==> config.mk <==
export PLATFORM = sky130hd
export DESIGN_NAME = tile_scheduler
export DESIGN_NICKNAME = d
export VERILOG_FILES = /design/src/rtl/tile_sched_pkg.sv /design/src/rtl/tile_idx_counter.sv /design/src/rtl/tile_scheduler.sv
export SDC_FILE = /design/constraint.sdc
export NUM_CORES = 1
export LEC_CHECK = 0
export BUFFER_PORTS_ARGS = -buffer_cell sky130_fd_sc_hd__buf_2
export CAP_MARGIN = 10
export CORE_AREA = 2 2 89 91
export DETAILED_ROUTE_END_ITERATION = 16
export DIE_AREA = 0 0 91 93
export PLACE_DENSITY = 0.85
export SLEW_MARGIN = 20
export SYNTH_ARGS = -nofsm -noshare
export SYNTH_HDL_FRONTEND = slang
export SYNTH_SLANG_ARGS = --single-unit
==> constraint.sdc <==
create_clock -name clk -period 4.6 [get_ports clk]
set_clock_uncertainty 0.05 [all_clocks]
set_input_delay 0.23 -clock clk [delete_from_list [all_inputs] [get_ports clk]]
set_output_delay 0.23 -clock clk [all_outputs]
set_load 0.03 [all_outputs]
==> src/rtl/tile_sched_pkg.sv <==
// Shared types and default geometry for the tile scheduler.
package tile_sched_pkg;

  localparam int DEF_IDX_W         = 8;
  localparam int DEF_ADDR_W        = 20;
  localparam int DEF_W_TILE_STRIDE = 1024;

  typedef enum logic [2:0] {
    ST_IDLE  = 3'd0,
    ST_ISSUE = 3'd1,
    ST_WAIT  = 3'd2,
    ST_NEXT  = 3'd3,
    ST_DONE  = 3'd4
  } sched_state_e;

endpackage

==> src/rtl/tile_idx_counter.sv <==
// Nested tile counter: K is the inner index, N the outer one; the
// acc_clear/last_k/last_tile flags are registered alongside the indices.
module tile_idx_counter
  import tile_sched_pkg::*;
#(
  parameter int IDX_W = DEF_IDX_W
) (
  input  logic             clk,
  input  logic             rst_n,
  input  logic             load,
  input  logic             step,
  input  logic [IDX_W-1:0] n_tiles,
  input  logic [IDX_W-1:0] k_tiles,
  output logic [IDX_W-1:0] n_idx,
  output logic [IDX_W-1:0] k_idx,
  output logic             acc_clear,
  output logic             last_k,
  output logic             last_tile
);

  localparam logic [IDX_W-1:0] ONE = IDX_W'(1);

  logic [IDX_W-1:0] n_lim_reg, n_lim_next;
  logic [IDX_W-1:0] k_lim_reg, k_lim_next;
  logic [IDX_W-1:0] n_idx_reg, n_idx_next;
  logic [IDX_W-1:0] k_idx_reg, k_idx_next;
  logic             acc_clear_reg, acc_clear_next;
  logic             last_k_reg, last_k_next;
  logic             last_n_reg, last_n_next;

  always_comb begin
    n_lim_next     = n_lim_reg;
    k_lim_next     = k_lim_reg;
    n_idx_next     = n_idx_reg;
    k_idx_next     = k_idx_reg;
    acc_clear_next = acc_clear_reg;
    last_k_next    = last_k_reg;
    last_n_next    = last_n_reg;
    if (load) begin
      n_lim_next     = n_tiles;
      k_lim_next     = k_tiles;
      n_idx_next     = '0;
      k_idx_next     = '0;
      acc_clear_next = 1'b1;
      last_k_next    = (k_tiles == ONE);
      last_n_next    = (n_tiles == ONE);
    end else if (step) begin
      if (last_k_reg) begin
        // K wraps: move to the next output-column tile
        k_idx_next     = '0;
        n_idx_next     = n_idx_reg + ONE;
        acc_clear_next = 1'b1;
        last_k_next    = (k_lim_reg == ONE);
        last_n_next    = ((n_idx_reg + ONE) == (n_lim_reg - ONE));
      end else begin
        k_idx_next     = k_idx_reg + ONE;
        acc_clear_next = 1'b0;
        last_k_next    = ((k_idx_reg + ONE) == (k_lim_reg - ONE));
      end
    end
  end

  always_ff @(posedge clk or negedge rst_n) begin
    if (!rst_n) begin
      n_lim_reg     <= '0;
      k_lim_reg     <= '0;
      n_idx_reg     <= '0;
      k_idx_reg     <= '0;
      acc_clear_reg <= 1'b0;
      last_k_reg    <= 1'b0;
      last_n_reg    <= 1'b0;
    end else begin
      n_lim_reg     <= n_lim_next;
      k_lim_reg     <= k_lim_next;
      n_idx_reg     <= n_idx_next;
      k_idx_reg     <= k_idx_next;
      acc_clear_reg <= acc_clear_next;
      last_k_reg    <= last_k_next;
      last_n_reg    <= last_n_next;
    end
  end

  assign n_idx     = n_idx_reg;
  assign k_idx     = k_idx_reg;
  assign acc_clear = acc_clear_reg;
  assign last_k    = last_k_reg;
  assign last_tile = last_k_reg & last_n_reg;

endmodule

==> src/rtl/tile_scheduler.sv <==
// Layer tile scheduler driving global_controller one (n,k) tile at a time.
// Optional performance counters are enabled by defining TILE_SCHED_PERF_CNT_EN.
module tile_scheduler
  import tile_sched_pkg::*;
#(
  parameter int IDX_W         = DEF_IDX_W,
  parameter int ADDR_W        = DEF_ADDR_W,
  parameter int W_TILE_STRIDE = DEF_W_TILE_STRIDE
) (
  input  logic              clk,
  input  logic              rst_n,
  input  logic              sched_start,
  input  logic              sched_abort,
  input  logic [IDX_W-1:0]  cfg_n_tiles,
  input  logic [IDX_W-1:0]  cfg_k_tiles,
  input  logic [31:0]       cfg_seq_len,
  input  logic              ctrl_ap_idle,
  input  logic              ctrl_ap_done,
  output logic              tile_start,
  output logic [31:0]       tile_seq_len,
  output logic [IDX_W-1:0]  tile_n_idx,
  output logic [IDX_W-1:0]  tile_k_idx,
  output logic              tile_acc_clear,
  output logic              tile_last_k,
  output logic [ADDR_W-1:0] weight_base_addr,
  output logic              sched_busy,
  output logic              sched_done
`ifdef TILE_SCHED_PERF_CNT_EN
  ,
  output logic [31:0]       perf_busy_cycles,
  output logic [31:0]       perf_wait_cycles
`endif
);

  localparam logic [ADDR_W-1:0] STRIDE = ADDR_W'(W_TILE_STRIDE);

  sched_state_e      state_reg, state_next;
  logic [31:0]       seq_len_reg;
  logic [ADDR_W-1:0] addr_reg, addr_next;
  logic              tile_start_reg, tile_start_next;
  logic              cnt_load;
  logic              cnt_step;
  logic              last_tile;
  logic              cfg_zero;

  assign cfg_zero = (cfg_n_tiles == '0) || (cfg_k_tiles == '0);

  tile_idx_counter #(
    .IDX_W(IDX_W)
  ) u_idx (
    .clk      (clk),
    .rst_n    (rst_n),
    .load     (cnt_load),
    .step     (cnt_step),
    .n_tiles  (cfg_n_tiles),
    .k_tiles  (cfg_k_tiles),
    .n_idx    (tile_n_idx),
    .k_idx    (tile_k_idx),
    .acc_clear(tile_acc_clear),
    .last_k   (tile_last_k),
    .last_tile(last_tile)
  );

  always_comb begin
    state_next      = state_reg;
    tile_start_next = 1'b0;
    cnt_load        = 1'b0;
    cnt_step        = 1'b0;
    addr_next       = addr_reg;
    if (sched_abort) begin
      state_next = ST_IDLE;
    end else begin
      case (state_reg)
        ST_IDLE: begin
          if (sched_start) begin
            cnt_load   = 1'b1;
            addr_next  = '0;
            state_next = cfg_zero ? ST_DONE : ST_ISSUE;
          end
        end
        ST_ISSUE: begin
          if (ctrl_ap_idle) begin
            tile_start_next = 1'b1;
            state_next      = ST_WAIT;
          end
        end
        ST_WAIT: begin
          if (ctrl_ap_done) state_next = ST_NEXT;
        end
        ST_NEXT: begin
          // Indices park on the final tile rather than stepping past it
          if (last_tile) begin
            state_next = ST_DONE;
          end else begin
            cnt_step   = 1'b1;
            addr_next  = addr_reg + STRIDE;
            state_next = ST_ISSUE;
          end
        end
        ST_DONE:  state_next = ST_IDLE;
        default:  state_next = ST_IDLE;
      endcase
    end
  end

  always_ff @(posedge clk or negedge rst_n) begin
    if (!rst_n) begin
      state_reg      <= ST_IDLE;
      seq_len_reg    <= '0;
      addr_reg       <= '0;
      tile_start_reg <= 1'b0;
    end else begin
      state_reg      <= state_next;
      addr_reg       <= addr_next;
      tile_start_reg <= tile_start_next;
      if (cnt_load) seq_len_reg <= cfg_seq_len;
    end
  end

  assign tile_start       = tile_start_reg;
  assign tile_seq_len     = seq_len_reg;
  assign weight_base_addr = addr_reg;
  assign sched_busy       = (state_reg != ST_IDLE);
  assign sched_done       = (state_reg == ST_DONE);

`ifdef TILE_SCHED_PERF_CNT_EN
  logic [31:0] busy_cnt_reg;
  logic [31:0] wait_cnt_reg;

  always_ff @(posedge clk or negedge rst_n) begin
    if (!rst_n) begin
      busy_cnt_reg <= '0;
      wait_cnt_reg <= '0;
    end else if (cnt_load) begin
      busy_cnt_reg <= '0;
      wait_cnt_reg <= '0;
    end else begin
      if ((state_reg != ST_IDLE) && (busy_cnt_reg != '1))
        busy_cnt_reg <= busy_cnt_reg + 32'd1;
      // Stall cycles: tile ready but the controller is still occupied
      if ((state_reg == ST_ISSUE) && !ctrl_ap_idle && (wait_cnt_reg != '1))
        wait_cnt_reg <= wait_cnt_reg + 32'd1;
    end
  end

  assign perf_busy_cycles = busy_cnt_reg;
  assign perf_wait_cycles = wait_cnt_reg;
`endif

endmodule
Yosys cells after proc, flatten, opt, wreduce, memory -nomap -nowiden

Index checks and enable logic that the tools add are counted.

Register bits: 91
Input port bits: 54

$add $sub $neg: 5
Equal/unequal tests: 14
Multiplexer cells: 34
Bitwise gates (word level): 2
Reductions and logical operators: 11

Operators with widths:

| kind                                             | count |
|---|---|
| 2-to-1 mux 8 bit                                 | 6 |
| 2-to-1 mux 20 bit                                | 2 |
| case mux 20 bit (2 select lines)                 | 1 |
| == test 8 x 1 -> 1 bit, second input constant    | 3 |
| adder 20 x 11 -> 20 bit, second input constant   | 1 |
| 2-to-1 mux 1 bit                                 | 18 |
| 2-to-1 mux 3 bit                                 | 6 |
| adder 8 x 1 -> 8 bit, second input constant      | 2 |
| == test 8 bit                                    | 2 |
| logical NOT 8 bit                                | 2 |
| subtractor 8 x 1 -> 8 bit, second input constant | 2 |
| case mux 3 bit (4 select lines)                  | 1 |
| inequality test 3 bit, second input constant     | 3 |
| == test 3 x 2 -> 1 bit, second input constant    | 2 |
| nonzero test 2 bit                               | 3 |
| inequality test 2 bit, second input constant     | 2 |
| AND reduction 4 bit                              | 1 |
| == test 3 x 1 -> 1 bit, second input constant    | 1 |
| == test 3 bit, second input constant             | 1 |
| logical NOT 3 bit                                | 1 |
| AND reduction 3 bit                              | 1 |
| nonzero test 3 bit                               | 1 |
| AND reduction 2 bit                              | 1 |
| AND 1 bit                                        | 1 |
| other kinds (2)                                  | 2 |

Longest topological paths before layout

Depth after elaboration: 6
Depth in mapped cells: 8
Mapped depth without buffers: 7

Cells and area by module

From an unflattened synthesis, not the netlist that was laid out.

Cells, all modules: 387
Area total of the unflattened synthesis: 4245.3 sq um

By module, submodules not included:

| module           | instances | cells an instance | area an instance (sq um) | seq. area each (sq um) |
|---|---|---|---|---|
| tile_idx_counter | 1         | 225               | 2149.6                   | 875.8 |
| tile_scheduler   | 1         | 162               | 2095.8                   | 1151.1 |

Worst setup path after synthesis

OpenSTA, ideal clock, no wires.

Path type: reg2reg
Start point: reg u_idx.k_idx_reg[0] (netlist: u_idx.k_idx[0])
End point: reg u_idx.last_k_reg (netlist: u_idx.last_k)
Library setup time: 92 ps
Arrival time: 1999 ps
Data required time: 4458 ps
Path slack: 2459 ps
Cell stages (with the launch flop): 7
Path buffers: 0
Cell sequence: dfrtp_1 ha_1 nand3_1 xor2_1 xnor2_1 or4_1 o31ai_2

Word-level cells in the longest chain between the ends: 5

RTL lines:

| element                  | RTL line               | RTL |
|---|---|---|
| start: declaration       | tile_idx_counter.sv:26 | `logic [IDX_W-1:0] k_idx_reg, k_idx_next;` |
| start signal: assignment | tile_idx_counter.sv:76 | `k_idx_reg <= k_idx_next;` |
| adder 8 x 1 -> 8 bit     | tile_idx_counter.sv:58 | `last_k_next = ((k_idx_reg + ONE) == (k_lim_reg - ONE));` |
| == test 8 bit            | tile_idx_counter.sv:58 |  |
| 2-to-1 mux 1 bit         | tile_idx_counter.sv:48 | `if (last_k_reg) begin` |
| 2-to-1 mux 1 bit         | tile_idx_counter.sv:47 | `end else if (step) begin` |
| 2-to-1 mux 1 bit         | tile_idx_counter.sv:39 | `if (load) begin` |
| end signal: assignment   | tile_idx_counter.sv:78 | `last_k_reg <= last_k_next;` |
| end: declaration         | tile_idx_counter.sv:28 | `logic last_k_reg, last_k_next;` |

Every way passes these cells. The select of a mux whose other input is x is not followed.
A chain may end at the register's enable or synchronous reset.

Worst setup path in the final report

Start point: reg state_reg[2]
End point: reg u_idx.last_k_reg (netlist: u_idx.last_k)

Word-level cells in the longest chain between the ends: 4
Elaborated cells on any way between the ends: 8
Classes of those cells: eq/ne: 1; mux: 5; reduce/logical: 2

RTL lines:

| element                                                                 | RTL line              | RTL |
|---|---|---|
| start: declaration                                                      | tile_scheduler.sv:37  | `sched_state_e state_reg, state_next;` |
| start signal: assignment                                                | tile_scheduler.sv:113 | `state_reg <= state_next;` |
| == test 3 x 2 -> 1 bit or logical NOT 3 bit (tied branches)             | tile_scheduler.sv:73  | `case (state_reg)` |
| 2-to-1 mux 1 bit                                                        | tile_scheduler.sv:73  |  |
| 2-to-1 mux 1 bit                                                        | tile_scheduler.sv:70  | `if (sched_abort) begin` |
| nonzero test 2 bit (no source line) or 2-to-1 mux 1 bit (tied branches) | --                    |  |

Parallel ways exist; a longest one is shown, timed or not.

==> flow_summary.yaml <==
cells_and_area:
  nFillCells: 648
  design_area_sq_um: 4950
  area_delta_synth_final_pct: 19.8
  finish.utilization_pct: 65.8
  fin_nets: 636
  drive_above_1_share_pct: 24.1
  n_antenna_cell: 0
  largest_reg_flops: 32
logic_synthesis:
  yosys_warnings: 0
  seq_area_frac_synth_pct: 49.1
  synth-main-ff-cell: "dfrtp_1"
  syn_inst: 467
  synthArstFlopShare_pct: 100
  synthTopCellsByCount: "156 x nand2_1, 81 x dfrtp_1, 32 x nor2_1"
  avgSynthCellArea_sq_um: 8.84
  synth_edf_count: 0
  syn-cell-area_sq_um: 4130
  ys_ff_latch: 81
  synth_area_leaders: "dfrtp_1 49%, nand2_1 14%, xnor2_1 5.5%"
  ys_types: 47
  synth_top_area_share_pct: 49.1
  yosysTopAreaCell: "dfrtp_1"
  synth.most_common_cell: "nand2_1"
drt:
  drc: 0
  drtAntennaViolNets: 0
  drt_wl_total_um: 9680
  routedWlPerCell_um: 14.2
  via_count: 3587
  dr.pass1.iters: 4
  drt_iter0_drc: 190
  via_per_inst: 5.25
critical_path:
  startpoint_type: "register"
  crit_buf_inv: 0
  worstPathMaxFanout: 42
  end_kind: "register"
  required_ns: 4.81
  cp_top_family: "simple AND/OR/NAND/NOR gates"
  path_cells: "nor2_1 > and3_2 > mux2i_1 > nand4b_1 > o31ai_2"
  ff2ff_path_depth: 5
  path_class: "reg2reg"
  slowest_delay_ns: 0.75
  crit_path_top_delay_cell: "and3_2"
  path_depth: 5
  crit_arrival_ns: 2.45
placement:
  placed_area_sq_um: 4730
  io_buffers: 116
  post-dp-hpwl_um: 7100
  gp_congestion: 0.829
clock_tree:
  cts_tree: "done"
  cts-root-buf: "clkbuf_8"
  clockBufferDepth: 2
  clk_pin_slew_ns: 0.09
  clkLatencyLatePin_ns: 0.35
  cts_setup_buffers: 0
  cts_sinks: 81
  cts_buffers: 9
  cts_max_level: 3
flow_run:
  cap_violations: 0
timing:
  tns_ns: 0
  fin_crit_sh_pct: 48.8
  worstMarginPinSlew_ns: 1.01
  max_freq_mhz: 446
  finalCriticalPeriod_ns: 2.24
  slew_violations: 0
  finalSetupViolCount: 0
  maxSlewHeadroom_pct: 32.7
  rsz0062_at_grt: "no"
  hold_viol: 0
floorplanning:
  coreArea_sq_um: 7530
  initial_core_util_pct: 54.9
  io_pins: 127
  dieArea_sq_um: 8460
  die_h_um: 93
  std_cell_rows: 32
  die_x_um: 91
run_status:
  outcome: "completed"
pwr:
  p_leak_nw: 2.60
  p_per_area_nw_per_um2: 483
  ir_drop_mv: 0.353
grt:
  grt_max_degree: 82
  grt_pass1_wl_um: 16200
  grt_pass1_vias: 3530
  grt_usage_pct: 23.7
  antenna_found_initial: 0
  grt_overflow: 0
hold_path:
  holdCritPathClass: "in2reg"
  min_path_cells: 3
==> metal layers <==
| metal | wire length, um | GRT usage (%) | vias to the layer above |
|---|---|---|---|
| met5 | 0 | 0 | - |
| met4 | 111 | 7.83 | 0 |
| met3 | 747 | 5.88 | 10 |
| met2 | 4720 | 40.0 | 129 |
| met1 | 4110 | 30.2 | 1714 |
| li1 | - | - | 1734 |
==> per-stage QoR <==
| step | std cells | worst slack, ns | power [mW] | hold slack (ns) |
|---|---|---|---|---|
| after global placement | 666 | 2.47 | 1.84 | 0.369 |
| after floorplan | 476 | 2.46 | 1.63 | -0.116 |
| final | 683 | 2.36 | 2.39 | 0.0178 |
| after global routing | 683 | 2.13 | 2.54 | 0.0162 |
| after detailed placement | 666 | 2.35 | 1.88 | 0.374 |
| after CTS | 682 | 2.34 | 2.40 | 0.00902 |
==> placed cells by master, fill, tap and decap left out, types with 4 or more instances in the layout <==
cell type,count
dfrtp_1,81
and3_1,5
nor2b_1,4
ha_1,6
xnor2_1,26
conb_1,10
o21ai_0,19
buf_2,115
nor4_1,5
clkinvlp_4,4
xor2_1,15
or3_1,8
nand3_1,10
nand2_1,156
inv_1,4
nand4_1,4
nor3_1,9
nor2_1,32
clkbuf_8,9
a21oi_1,8
==> power breakdown <==
| group | internal, mW | switching (mW) |
|---|---|---|
| logic | 0.309 | 0.549 |
| clock network | 0.254 | 0.274 |
| registers | 0.868 | 0.135 |
==> timing repair <==
item                       4_1_cts  5_1_grt
setup endpoints to repair        0        0
hold endpoints to repair         0       81
hold buffers                     0        1
resized for setup                0        0
==> worst min-delay path: cells and delay by family <==
kind | cells | cell delay (ns)
buffers and inverters | 1 | 0.08
and+or+nand+nor | 2 | 0.09
==> final cells by class <==
class	count	area (sq um)	share of cell area, %
Sequential cell	81	2030	41.0
Multi-Input combinational cell	362	1970	39.9
Timing Repair Buffer	118	604	12.2
Tap cell	102	128	2.58
Clock buffer	9	124	2.50
Clock inverter	7	77.6	1.57
Inverter	4	15.0	0.303
==> cells by family (layout without fill, tap and decap cells) <==
logic type	after synthesis	count (layout)	synth area share, %
AO/OA/AOI/OAI	45	45	6.82
other	1	10	0.0908
buffers and inverters	33	138	4.09
adder cells (fa/ha/maj)	6	6	1.82
AND/OR/NAND/NOR	255	255	27.3
XOR/XNOR	44	44	10.3
flip-flops	81	81	49.1
multiplexers	2	2	0.485
==> final timing paths <==
path                                        from                    to  slack [ns]
worst max-delay path                state_reg[2]          u_idx.last_k        2.36
worst min-delay path             cfg_seq_len[15]      tile_seq_len[15]        0.02
worst max register to register      state_reg[2]          u_idx.last_k        2.36
worst min register to register  tile_seq_len[11]      tile_seq_len[11]        0.43
max in group asynchronous                  rst_n          state_reg[2]        3.59
min in group asynchronous                  rst_n  weight_base_addr[17]        0.44
Power figures use the tool's default switching activity.
